`src/rtl/ex_div.sv`:
```
// ex_div: iterative 32-bit signed/unsigned restoring divider for the EX stage.
// Holds the pipeline with stallreq_o while a DIV/DIVU runs, then writes
// quotient to LO and remainder to HI with a one-cycle whilo_o strobe.
module ex_div #(
   parameter logic [7:0] DIV_OP  = 8'b00011010,
   parameter logic [7:0] DIVU_OP = 8'b00011011,
   parameter int         WIDTH   = 32
) (
   input  logic             clk,
   input  logic             clr,
   input  logic [7:0]       aluop_i,
   input  logic [WIDTH-1:0] reg1_i,
   input  logic [WIDTH-1:0] reg2_i,
   input  logic             annul_i,
   output logic             stallreq_o,
   output logic [WIDTH-1:0] lo_o,
   output logic [WIDTH-1:0] hi_o,
   output logic             whilo_o
);

   localparam int CW = $clog2(WIDTH);

   typedef enum logic [1:0] {
      IDLE   = 2'd0,
      BYZERO = 2'd1,
      ON     = 2'd2,
      DONE   = 2'd3
   } state_e;

   state_e             state_q, state_d;
   logic [CW-1:0]      cnt_q, cnt_d;
   logic [2*WIDTH-1:0] remQuo_q, remQuo_d;
   logic [WIDTH-1:0]   divisor_q, divisor_d;
   logic               negQuo_q, negQuo_d;
   logic               negRem_q, negRem_d;
   logic [WIDTH-1:0]   lo_q, lo_d;
   logic [WIDTH-1:0]   hi_q, hi_d;

   logic               isDiv;
   logic               isSigned;
   logic [WIDTH-1:0]   absDividend;
   logic [WIDTH-1:0]   absDivisor;
   logic [WIDTH:0]     upper;
   logic [WIDTH:0]     diff;
   logic               geq;
   logic [WIDTH-1:0]   stepRem;
   logic [WIDTH-1:0]   stepQuo;

   assign isDiv    = (aluop_i == DIV_OP) || (aluop_i == DIVU_OP);
   assign isSigned = (aluop_i == DIV_OP);

   // Magnitudes of the operands; only meaningful while sampling in IDLE.
   assign absDividend = (isSigned && reg1_i[WIDTH-1]) ? -reg1_i : reg1_i;
   assign absDivisor  = (isSigned && reg2_i[WIDTH-1]) ? -reg2_i : reg2_i;

   // One restoring step: the upper 33 bits of the 65-bit {rem,quo,0} shift
   // are compared with the zero-extended divisor. Because the partial
   // remainder is always below the divisor, the borrow bit of the 33-bit
   // difference is exactly the "less than" result.
   assign upper   = remQuo_q[2*WIDTH-1:WIDTH-1];
   assign diff    = upper - {1'b0, divisor_q};
   assign geq     = ~diff[WIDTH];
   assign stepRem = geq ? diff[WIDTH-1:0] : upper[WIDTH-1:0];
   assign stepQuo = {remQuo_q[WIDTH-2:0], geq};

   // Stall and write strobe are combinational so annul/clear take effect in the same cycle.
   assign stallreq_o = isDiv && (state_q != DONE) && !annul_i && !clr;
   assign whilo_o    = (state_q == DONE) && !annul_i && !clr;
   assign lo_o       = lo_q;
   assign hi_o       = hi_q;

   // Next-state and datapath logic: sample operands in IDLE, iterate in ON, fix signs on the last step.
   always_comb begin
      state_d   = state_q;
      cnt_d     = cnt_q;
      remQuo_d  = remQuo_q;
      divisor_d = divisor_q;
      negQuo_d  = negQuo_q;
      negRem_d  = negRem_q;
      lo_d      = lo_q;
      hi_d      = hi_q;
      case (state_q)
         IDLE: begin
            if (isDiv && !annul_i) begin
               if (reg2_i == '0) begin
                  state_d = BYZERO;
               end else begin
                  state_d   = ON;
                  cnt_d     = '0;
                  remQuo_d  = {{WIDTH{1'b0}}, absDividend};
                  divisor_d = absDivisor;
                  negQuo_d  = isSigned && (reg1_i[WIDTH-1] ^ reg2_i[WIDTH-1]);
                  negRem_d  = isSigned && reg1_i[WIDTH-1];
               end
            end
         end
         BYZERO: begin
            if (annul_i) begin
               state_d = IDLE;
            end else begin
               state_d = DONE;
               lo_d    = '0;
               hi_d    = '0;
            end
         end
         ON: begin
            if (annul_i) begin
               state_d = IDLE;
            end else begin
               remQuo_d = {stepRem, stepQuo};
               if (cnt_q == CW'(WIDTH - 1)) begin
                  state_d = DONE;
                  lo_d    = negQuo_q ? -stepQuo : stepQuo;
                  hi_d    = negRem_q ? -stepRem : stepRem;
               end else begin
                  cnt_d = cnt_q + 1'b1;
               end
            end
         end
         DONE: begin
            state_d = IDLE;
         end
         default: begin
            state_d = IDLE;
         end
      endcase
   end

   // State and datapath registers; clr doubles as a full pipeline flush.
   always_ff @(posedge clk) begin
      if (clr) begin
         state_q   <= IDLE;
         cnt_q     <= '0;
         remQuo_q  <= '0;
         divisor_q <= '0;
         negQuo_q  <= 1'b0;
         negRem_q  <= 1'b0;
         lo_q      <= '0;
         hi_q      <= '0;
      end else begin
         state_q   <= state_d;
         cnt_q     <= cnt_d;
         remQuo_q  <= remQuo_d;
         divisor_q <= divisor_d;
         negQuo_q  <= negQuo_d;
         negRem_q  <= negRem_d;
         lo_q      <= lo_d;
         hi_q      <= hi_d;
      end
   end

endmodule

```
`config.mk`:
```
export PLATFORM = sky130hd
export DESIGN_NAME = ex_div
export DESIGN_NICKNAME = d
export VERILOG_FILES = /design/src/rtl/ex_div.sv
export SDC_FILE = /design/constraint.sdc
export NUM_CORES = 1
export LEC_CHECK = 0
export CORE_ASPECT_RATIO = 0.7
export CORE_UTILIZATION = 50
export CTS_CLUSTER_DIAMETER = 120
export DETAILED_ROUTE_END_ITERATION = 10
export PLACE_DENSITY = 0.81
export RECOVER_POWER = 50
export SLEW_MARGIN = 20
export SYNTH_ARGS = -nofsm -noshare
export SYNTH_HDL_FRONTEND = slang
export SYNTH_SLANG_ARGS = --single-unit
```
`constraint.sdc`:
```
create_clock -name clk -period 6.9 [get_ports clk]
set_input_delay 1.38 -clock clk [delete_from_list [all_inputs] [get_ports clk]]
set_output_delay 1.38 -clock clk [all_outputs]
set_load 0.005 [all_outputs]
```
**Yosys cells after proc, flatten, opt, wreduce, memory -nomap -nowiden**

Cells that the tools add are included.
W data, S select, Z words.

- Register bits: 169
- Output and inout bits: 66
- Logic and storage cells: 79

- $add $sub $neg: 6
- Eq/ne operators: 14
- Muxes and demuxes: 27
- Bitwise operators: 3
- Reductions and logical operators: 21

Operators by type and width:

| cell | number |
|---|---|
| $mux W32 | 10 |
| $mux W64 | 3 |
| $neg A32 Y32 | 4 |
| $pmux W32 S2 | 2 |
| $pmux W64 S2 | 1 |
| $sub A33 B32 Y33 | 1 |
| $logic_not A32 Y1 | 1 |
| $mux W5 | 4 |
| $eq A8 B5 Y1 const B | 2 |
| $ne A2 B2 Y1 const B | 7 |
| $mux W2 | 5 |
| $pmux W5 S2 | 1 |
| $logic_and A1 B1 Y1 | 9 |
| $pmux W2 S4 | 1 |
| $reduce_and A4 Y1 | 2 |
| $add A5 B1 Y5 const B | 1 |
| $eq A5 B5 Y1 const B | 1 |
| $reduce_and A5 Y1 | 1 |
| $eq A2 B2 Y1 const B | 2 |
| $reduce_bool A2 Y1 | 2 |
| $ne A3 B3 Y1 const B | 1 |
| $reduce_and A3 Y1 | 1 |
| $eq A2 B1 Y1 const B | 1 |
| $logic_not A1 Y1 | 2 |
| other kinds (5) | 6 |

**Depth between registers and ports, before layout**

Gate-level depths: netlist (run 1).

- Depth in word-level cells: 7
- Depth in mapped cells: 28
- Mapped depth without buffers: 24

**Worst setup path after synthesis (run 1)**

No wires, ideal clock.

- Kind: reg2reg
- From: reg remQuo_q[31]
- To: reg hi_q[30] (netlist: hi_o[30])
- Library setup time: 117 ps
- Arrival time: 5,119 ps
- Slack: 1,665 ps
- Cell stages (with the launch flop): 25
- Path buffers: 4
- Period minus slack after synthesis: 5,235 ps
- Cell sequence: dfxtp_1 inv_1 ha_1 inv_1 fa_1 a211oi_1 o211ai_1 nand2_1 a21oi_4 o21a_1 buf_6 nor2_4 buf_2 buf_2 buf_2 mux2i_1 ha_1 inv_1 nor4_1 nand2_1 or3_1 o221a_2 o41ai_2 xnor2_1 a22o_1

- Longest elaborated chain between the ends: 7

RTL lines:

| element | RTL line | source |
|---|---|---|
| start: declaration | 32 | `logic [2*WIDTH-1:0] remQuo_q, remQuo_d;` |
| start signal: assignment | 143 | `remQuo_q <= remQuo_d;` |
| $sub A33 B32 Y33 | 61 | `assign diff = upper - {1'b0, divisor_q};` |
| $mux W32 (*) | 63 | `assign stepRem = geq ? diff[WIDTH-1:0] : upper[WIDTH-1:0];` |
| $neg A32 Y32 | 114 | `hi_d = negRem_q ? -stepRem : stepRem;` |
| $mux W32 (*) | 114 |  |
| $mux W32 (*) | 111 | `if (cnt_q == CW'(WIDTH - 1)) begin` |
| $mux W32 (*) | 107 | `if (annul_i) begin` |
| $pmux W32 S2 (*) | 82 | `case (state_q)` |
| end signal: assignment | 148 | `hi_q <= hi_d;` |
| end: declaration | 37 | `logic [WIDTH-1:0] hi_q, hi_d;` |

Every way passes the cells marked *; elsewhere a longest branch is shown, timed or not. The select of a mux whose other input is x is not followed.
A chain may end at the register's enable or synchronous reset.

**Final worst setup path (run 1)**

- From: in reg2_i[0]
- To: reg remQuo_q[62]

- Longest elaborated chain between the ends: 3

RTL lines:

| element | RTL line | source |
|---|---|---|
| start: declaration | 13 | `input logic [WIDTH-1:0] reg2_i,` |
| $logic_not A32 Y1 | 85 | `if (reg2_i == '0) begin` |
| $ne A2 B2 Y1 (no line) | - |  |
| $reduce_and A4 Y1 (no line) | - |  |

Every way passes these cells.

==> results of run 1 <==
cell usage after synthesis (7+ instances only):
cell type	count
xnor2_1	82
and2_1	9
xor2_1	58
inv_1	57
o21bai_1	8
nand4_1	13
nor2_1	202
dfxtp_1	169
o21ai_0	81
nand3_1	24
o211ai_1	13
a22oi_1	32
nor3_1	22
a21oi_1	110
and3_1	8
o41ai_1	7
a211oi_1	35
ha_1	43
clkbuf_1	68
nand2b_1	14
a22o_1	33
buf_2	15
a31oi_1	38
o21a_1	11
mux2i_1	28
or4_1	10
nor4_1	16
o31ai_1	30
nand2_1	159
a21o_1	7
or3_1	13
logic make-up after synthesis:
logic type | synth area share (%)
xor gates and xnor gates | 10.56
and+or+nand+nor | 20.73
buffers and inverters | 5.214
DFF | 29.13
adders and majority gates | 4.805
muxes | 2.736
AOI/OAI and AO/OA | 26.83
worst max-delay path, stage by stage:
cell	delay (ps)
dlygate4sd3_1	610
inv_1	100
ha_1	190
nand3b_1	180
nor4_1	310
clkbuf_1	260
and2_0	320
nand3_1	190
nand3_1	1000
clkbuf_1	1450
and2_1	280
mux2i_1	70
nor2_1	100
routing by layer:
metal  vias to the layer above  GRT usage (%)
li1                       5623              -
met1                      5475          47.67
met2                       586          39.80
met3                        28          11.35
met4                         0          5.000
met5                         -              0
flip-flops by register name (all words and copies together), names as in the netlist:
signal / flops
remQuo_q: 64
divisor_q: 32
hi_o: 32
lo_o: 32
cnt_q: 5
state_q: 2
negQuo_q: 1
negRem_q: 1
per-stage QoR:
step           hold slack, ps  power, mW  instances  setup WS, ps
3_3_place_gp            442.8      2.167       1893          1294
2_1_floorplan           431.9      1.841       1521          1665
3_5_place_dp            453.8      2.182       1893          1150
6_report                459.1      3.199       1925         813.9
4_1_cts                 462.0      3.178       1925          1107
5_1_grt                 484.3      3.336       1925         440.8
report_power, final:
group,leakage [nW],total (mW),switching [mW],internal (mW)
registers,1.36,1.04,0.0386,0.999
clock network,0.296,1.01,0.473,0.533
logic,3.70,1.16,0.772,0.384
cell usage in the layout, fill, tap and decap left out, types with 12 or more instances in the layout:
cell | netlist | routed
o31ai_1 | 30 | 30
xnor2_1 | 82 | 82
nor2_1 | 202 | 199
nor4_1 | 16 | 16
ha_1 | 43 | 43
nand4_1 | 13 | 13
mux2i_1 | 28 | 28
nand2_1 | 159 | 159
a22oi_1 | 32 | 32
o211ai_1 | 13 | 13
nand2b_1 | 14 | 14
a31oi_1 | 38 | 38
or3_1 | 13 | 14
a22o_1 | 33 | 33
nand3_1 | 24 | 24
dfxtp_1 | 169 | 169
dlygate4sd3_1 | 0 | 66
inv_1 | 57 | 58
o21ai_0 | 81 | 83
nor3_1 | 22 | 22
clkdlybuf4s50_1 | 0 | 73
xor2_1 | 58 | 58
a21oi_1 | 110 | 111
clkbuf_16 | 0 | 17
a211oi_1 | 35 | 35
buf_4 | 2 | 12
cell type report:
cell class,instances,share of cell area (%)
clock buffers,18,3.203
clock inverters,14,1.287
repair buffers,153,10.86
multi-input cells,1200,55.52
well taps,312,2.847
inverters,59,1.615
flip-flops and latches,169,24.67
worst min path at each step:
stage / startpoint / end / slack [ps] / depth (start not counted)
6_report: divisor_q[30] / divisor_q[30] / 460 / 2
2_1_floorplan: divisor_q[22] / divisor_q[22] / 430 / 2
3_5_place_dp: divisor_q[30] / divisor_q[30] / 450 / 2
5_1_grt: divisor_q[0] / divisor_q[0] / 480 / 2
4_1_cts: divisor_q[30] / divisor_q[30] / 460 / 2
3_3_place_gp: divisor_q[22] / divisor_q[22] / 440 / 2
==> flow_summary.yaml, run 1 <==
setup_path:
  r2r_start: "remQuo_q[31]"
  rr_worst_depth: 24
  crit_end: "remQuo_q[62]"
  cp.arrival_ps: 6450
  cp-end-kind: "register"
  cp.required_ps: 7270
  r2r_setup_slack_ps: 940
  cp_max_fo: 38
  path_class: "primary input to register"
  cp-start-kind: "primary input"
  r2r_end: "hi_o[24]"
  critical_path.startpoint: "reg2_i[0]"
floorplanning:
  die_area_um2: 23850
  core_area_um2: 22730
  die_height_um: 129.5
  initial_utilization_pct: 51.08
  die_w_um: 184.2
  num_rows: 46
  ios: 141
sta:
  worst_slew_pin_slew_ps: 1909
  relSlewSlack_pct: -27.25
  min_period_over_period_pct: 88.20
  rsz0062_at_grt: "false"
  finalMaxSlewViolations: 39
  fin_crit_ps: 6086
  fmax_mhz: 164.3
  tns_ps: 0
  setup_viol: 0
  hold_viol_final: 0
  skew_ps: 16.49
logic_synthesis:
  ys_seq_elements: 169
  synth_top_area_share_pct: 29.13
  ys_async_sr_fraction_pct: 0
  yosys.area.top_type: "dfxtp_1"
  synth_edf_count: 0
  synthesis.nets: 1640
  yosys-top-cells-area: "dfxtp_1, nor2_1, xnor2_1, nand2_1, a21oi_1"
  synth_area_per_cell_um2: 7.636
  synthesis.area_um2: 11610
  ys_warn_count: 0
  synth_cell_types: 81
  yosys_most_used_dff: "dfxtp_1"
  synth_cells: 1521
  seq_area_frac_synth_pct: 29.13
placed_design:
  port_buffers: 140
  routabilityCongestion: 0.9814
  dp_hpwl_um: 28000
  placed_area_um2: 13140
final_layout:
  syn2layout_area_growth_pct: 18.07
  n_fill_cell: 2063
  nets: 1719
  num_antenna_cells: 0
  multi_input_area_um2: 7612
  stdcell_area_um2: 13710
  final_util_pct: 60.31
  drive_gt1_share_pct: 4.588
  regArea_um2: 3383
clock_tree:
  cts_hold_buf: 0
  htreeDepth: 4
  ctsResizeCount: 0
  clkLatencyLatePin_ps: 440
  cts_tree: "yes"
  clock-sinks: 169
  cts_root_buf: "clkbuf_16"
  clk_path_buf_depth: 2
  path_clk_slew_ps: 80
  cts_inserted_buffers: 17
  post_cts.repair.setup_buffers: 0
pwr:
  p_per_area_nw_per_um2: 233.3
  vdd_drop_max_uv: 186.5
  leakagePower_nw: 5.355
global_route:
  gr-total-overflow: 0
  first_global_vias: 10200
  grt_max_degree: 83
  grt_pass1_wl_um: 57030
  antenna_found_initial: 0
  grt_usage_pct: 30.85
routing:
  ant_nets: 0
  routedWlPerCell_um: 19.18
  dr_wl_met3_um: 4874
  vias: 11710
  drt-met1-wl_um: 17990
  first_pass_iters: 5
  dr_wl_met2_um: 13740
  vias_per_cell: 6.084
  maxUsedRoutingLayer: "met4"
  drc: 0
  drtIter0Drc: 1502
  wirelength_um: 36930
status:
  status: "complete, but fails checks"
  violations: "capacitance limit, slew limit"
job:
  cap_viol_max_count: 1
worst_hold_path:
  hold_path_class: "register to register"
Note: power is estimated with default switching activity, not from simulation.
==> inputs of run 2 (changes only) <==
- ABC_AREA: unset -> 1
- CTS_BUF_LIST: unset -> sky130_fd_sc_hd__clkbuf_16
- PLACE_DENSITY: 0.81 -> 0.8
==> run 2 against run 1 <==
The run ends with DRC, capacitance limit, slew limit left. Maximum frequency up 12%. Total power rose by 87%. Wire length up 13%. Hold slack lost 5.8 ps. Critical path type is now register to register. Largest power group unchanged.
==> flow_summary.yaml, run 2 <==
setup_path:
  cp.arrival_ps: 5810
  cp_cell_sequence: "inv_1 > ha_1 > inv_1 > fa_1 > nand2_1 > nand2_1 > nand3_1 > nand2_1 > nand2_1 > nand2_1 > nand2_1 > nand3_1 > nand2_1 > nand2_1 > nand2_2 > ha_1 > nand3_1 > nand2_1 > nand2_1 > nor2_1 > nand2_1 > nand2_1 > nand3_1 > a21oi_1"
  critical_path.startpoint: "remQuo_q[31]"
  worst-path-buf-inv: 2
  cp.required_ps: 7260
  r2r_start: "remQuo_q[31]"
  cp-end-kind: "register"
  crit_family: "simple AND/OR/NAND/NOR gates"
  cp_slowest_cell: "nand2_1"
  slowest_delay_ps: 1200
  cp_common_cell: "nand2_1"
  path_class: "register to register"
  cp_max_fo: 39
  cp-start-kind: "register"
logic_synthesis:
  ys_warn_count: 0
  ys_seq_elements: 169
  yosys-top-cells-area: "dfxtp_1, nand2_1, a21oi_1, inv_1, nor2_1"
  synth_common_cells: "nand2_1, inv_1, a21oi_1"
  seq_area_frac_synth_pct: 26.55
  yosys_most_used_dff: "dfxtp_1"
  synth_top_area_share_pct: 26.55
  ys_async_sr_fraction_pct: 0
  synthesis.area_um2: 12740
  yosys.area.top_type: "dfxtp_1"
  synth_area_per_cell_um2: 6.065
  synth_cell_types: 54
  synth_most_common_cell: "nand2_1"
  synth_cells: 2101
  synthesis.nets: 2220
  synth_edf_count: 0
clock_tree:
  cts_tree: "yes"
  cts_hold_buf: 0
  clkLatencyLatePin_ps: 450
  clock-sinks: 169
  htreeDepth: 4
  ctsResizeCount: 0
  clk_path_buf_depth: 2
  post_cts.repair.setup_buffers: 0
  cts_inserted_buffers: 17
  cts_root_buf: "clkbuf_16"
  path_clk_slew_ps: 60
global_route:
  first_global_vias: 12160
  grt_pass1_wl_um: 65270
  grt_max_degree: 70
  grt_usage_pct: 32.22
  gr-total-overflow: 0
  antenna_found_initial: 0
routing:
  vias: 14050
  drtIter0Drc: 1699
  wirelength_um: 41670
  drc: 12
  ant_nets: 0
  routedWlPerCell_um: 16.47
  vias_per_cell: 5.552
  first_pass_iters: 9
floorplanning:
  initial_utilization_pct: 51.38
  core_area_um2: 24800
  die_w_um: 192.8
  num_rows: 48
  die_area_um2: 26140
  die_height_um: 135.6
  ios: 141
status:
  status: "complete, but fails checks"
  violations: "DRC, capacitance limit, slew limit"
sta:
  min_period_over_period_pct: 78.89
  tns_ps: 0
  relSlewSlack_pct: -31.21
  finalMaxSlewViolations: 43
  hold_viol_final: 0
  skew_ps: 13.95
  rsz0062_at_grt: "false"
  worst_slew_pin_slew_ps: 1968
  fin_crit_ps: 5443
  fmax_mhz: 183.7
  setup_viol: 0
  timing.final.ws_setup_ps: 1457
pwr:
  leakagePower_nw: 6.946
  p_per_area_nw_per_um2: 406.6
  vdd_drop_max_uv: 264.4
  finalPower_mw: 5.994
final_layout:
  nets: 2311
  final_common_cell: "nand2_1"
  syn2layout_area_growth_pct: 15.67
  num_antenna_cells: 0
  layout_common_cells: "nand2_1, inv_1, a21oi_1"
  drive_gt1_share_pct: 4.853
  final_util_pct: 59.43
  instances_no_fill: 2530
  largest_reg_flops: 64
  top_register: "remQuo_q"
placed_design:
  pre_cts_ws_ps: 2216
  routabilityCongestion: 1.038
  port_buffers: 140
  dp_hpwl_um: 32290
  dpl.cell_count: 2498
worst_hold_path:
  hold_path_class: "register to register"
  hold_start: "divisor_q[0]"
job:
  cap_viol_max_count: 1
run 2: kinds of logic (layout without fill, tap and decap cells):
group / count (synthesis) / count (layout) / share of synthesized area [%]
compound gates: 395 / 395 / 16.75
simple gates: 1080 / 1080 / 36.57
fa+ha+maj: 44 / 44 / 4.379
xor+xnor: 71 / 71 / 4.880
buf+inv: 342 / 446 / 10.87
flops: 169 / 169 / 26.55
run 2: cell type report:
cell class,instances,area [µm²]
multi-input combinational,1590,7910
fill,2468,10060
tap,325,406.6
timing repair buffer,149,1463
clock inverter,15,157.7
clock buffer,17,425.4
inverter,265,994.7
sequential,169,3383
run 2: worst register-to-register path: stages, from the launching register on:
cell	delay [ps]
dfxtp_1	310
inv_1	70
ha_1	140
inv_1	70
fa_1	400
nand2_1	80
nand2_1	80
nand3_1	90
nand2_1	160
nand2_1	100
nand2_1	80
nand2_1	160
nand3_1	420
nand2_1	1200
nand2_1	180
nand2_2	160
ha_1	230
nand3_1	110
nand2_1	160
nand2_1	140
nor2_1	540
nand2_1	110
nand2_1	90
nand3_1	130
a21oi_1	160
run 2: final timing paths:
path | end | slack, ps | cells past startpoint
max | hi_o[20] | 1460 | 24
min | divisor_q[0] | 450 | 2
max reg2reg | hi_o[20] | 1460 | 24
min reg2reg | divisor_q[0] | 450 | 2
run 2: layer usage:
layer | wire length, µm | vias up | track usage [%]
met1 | 20120 | 6384 | 50.29
met5 | 0 | - | 0
met3 | 4993 | 35 | 9.272
met2 | 16170 | 691 | 42.79
li1 | - | 6937 | -
met4 | 380 | 0 | 5.468
run 2: report_power, final:
part	switching (mW)	internal, mW	total (mW)
sequential	0.204	1.09	1.29
combinational	2.60	1.12	3.72
clock	0.420	0.564	0.984
run 2: stage by stage:
step	hold WS, ps	instance area (µm²)
after global routing	478.0	14740
after CTS	458.4	14840
after global placement	444.2	14250
final	453.3	14740
after floorplan	428.5	12740
after detailed placement	448.5	14250
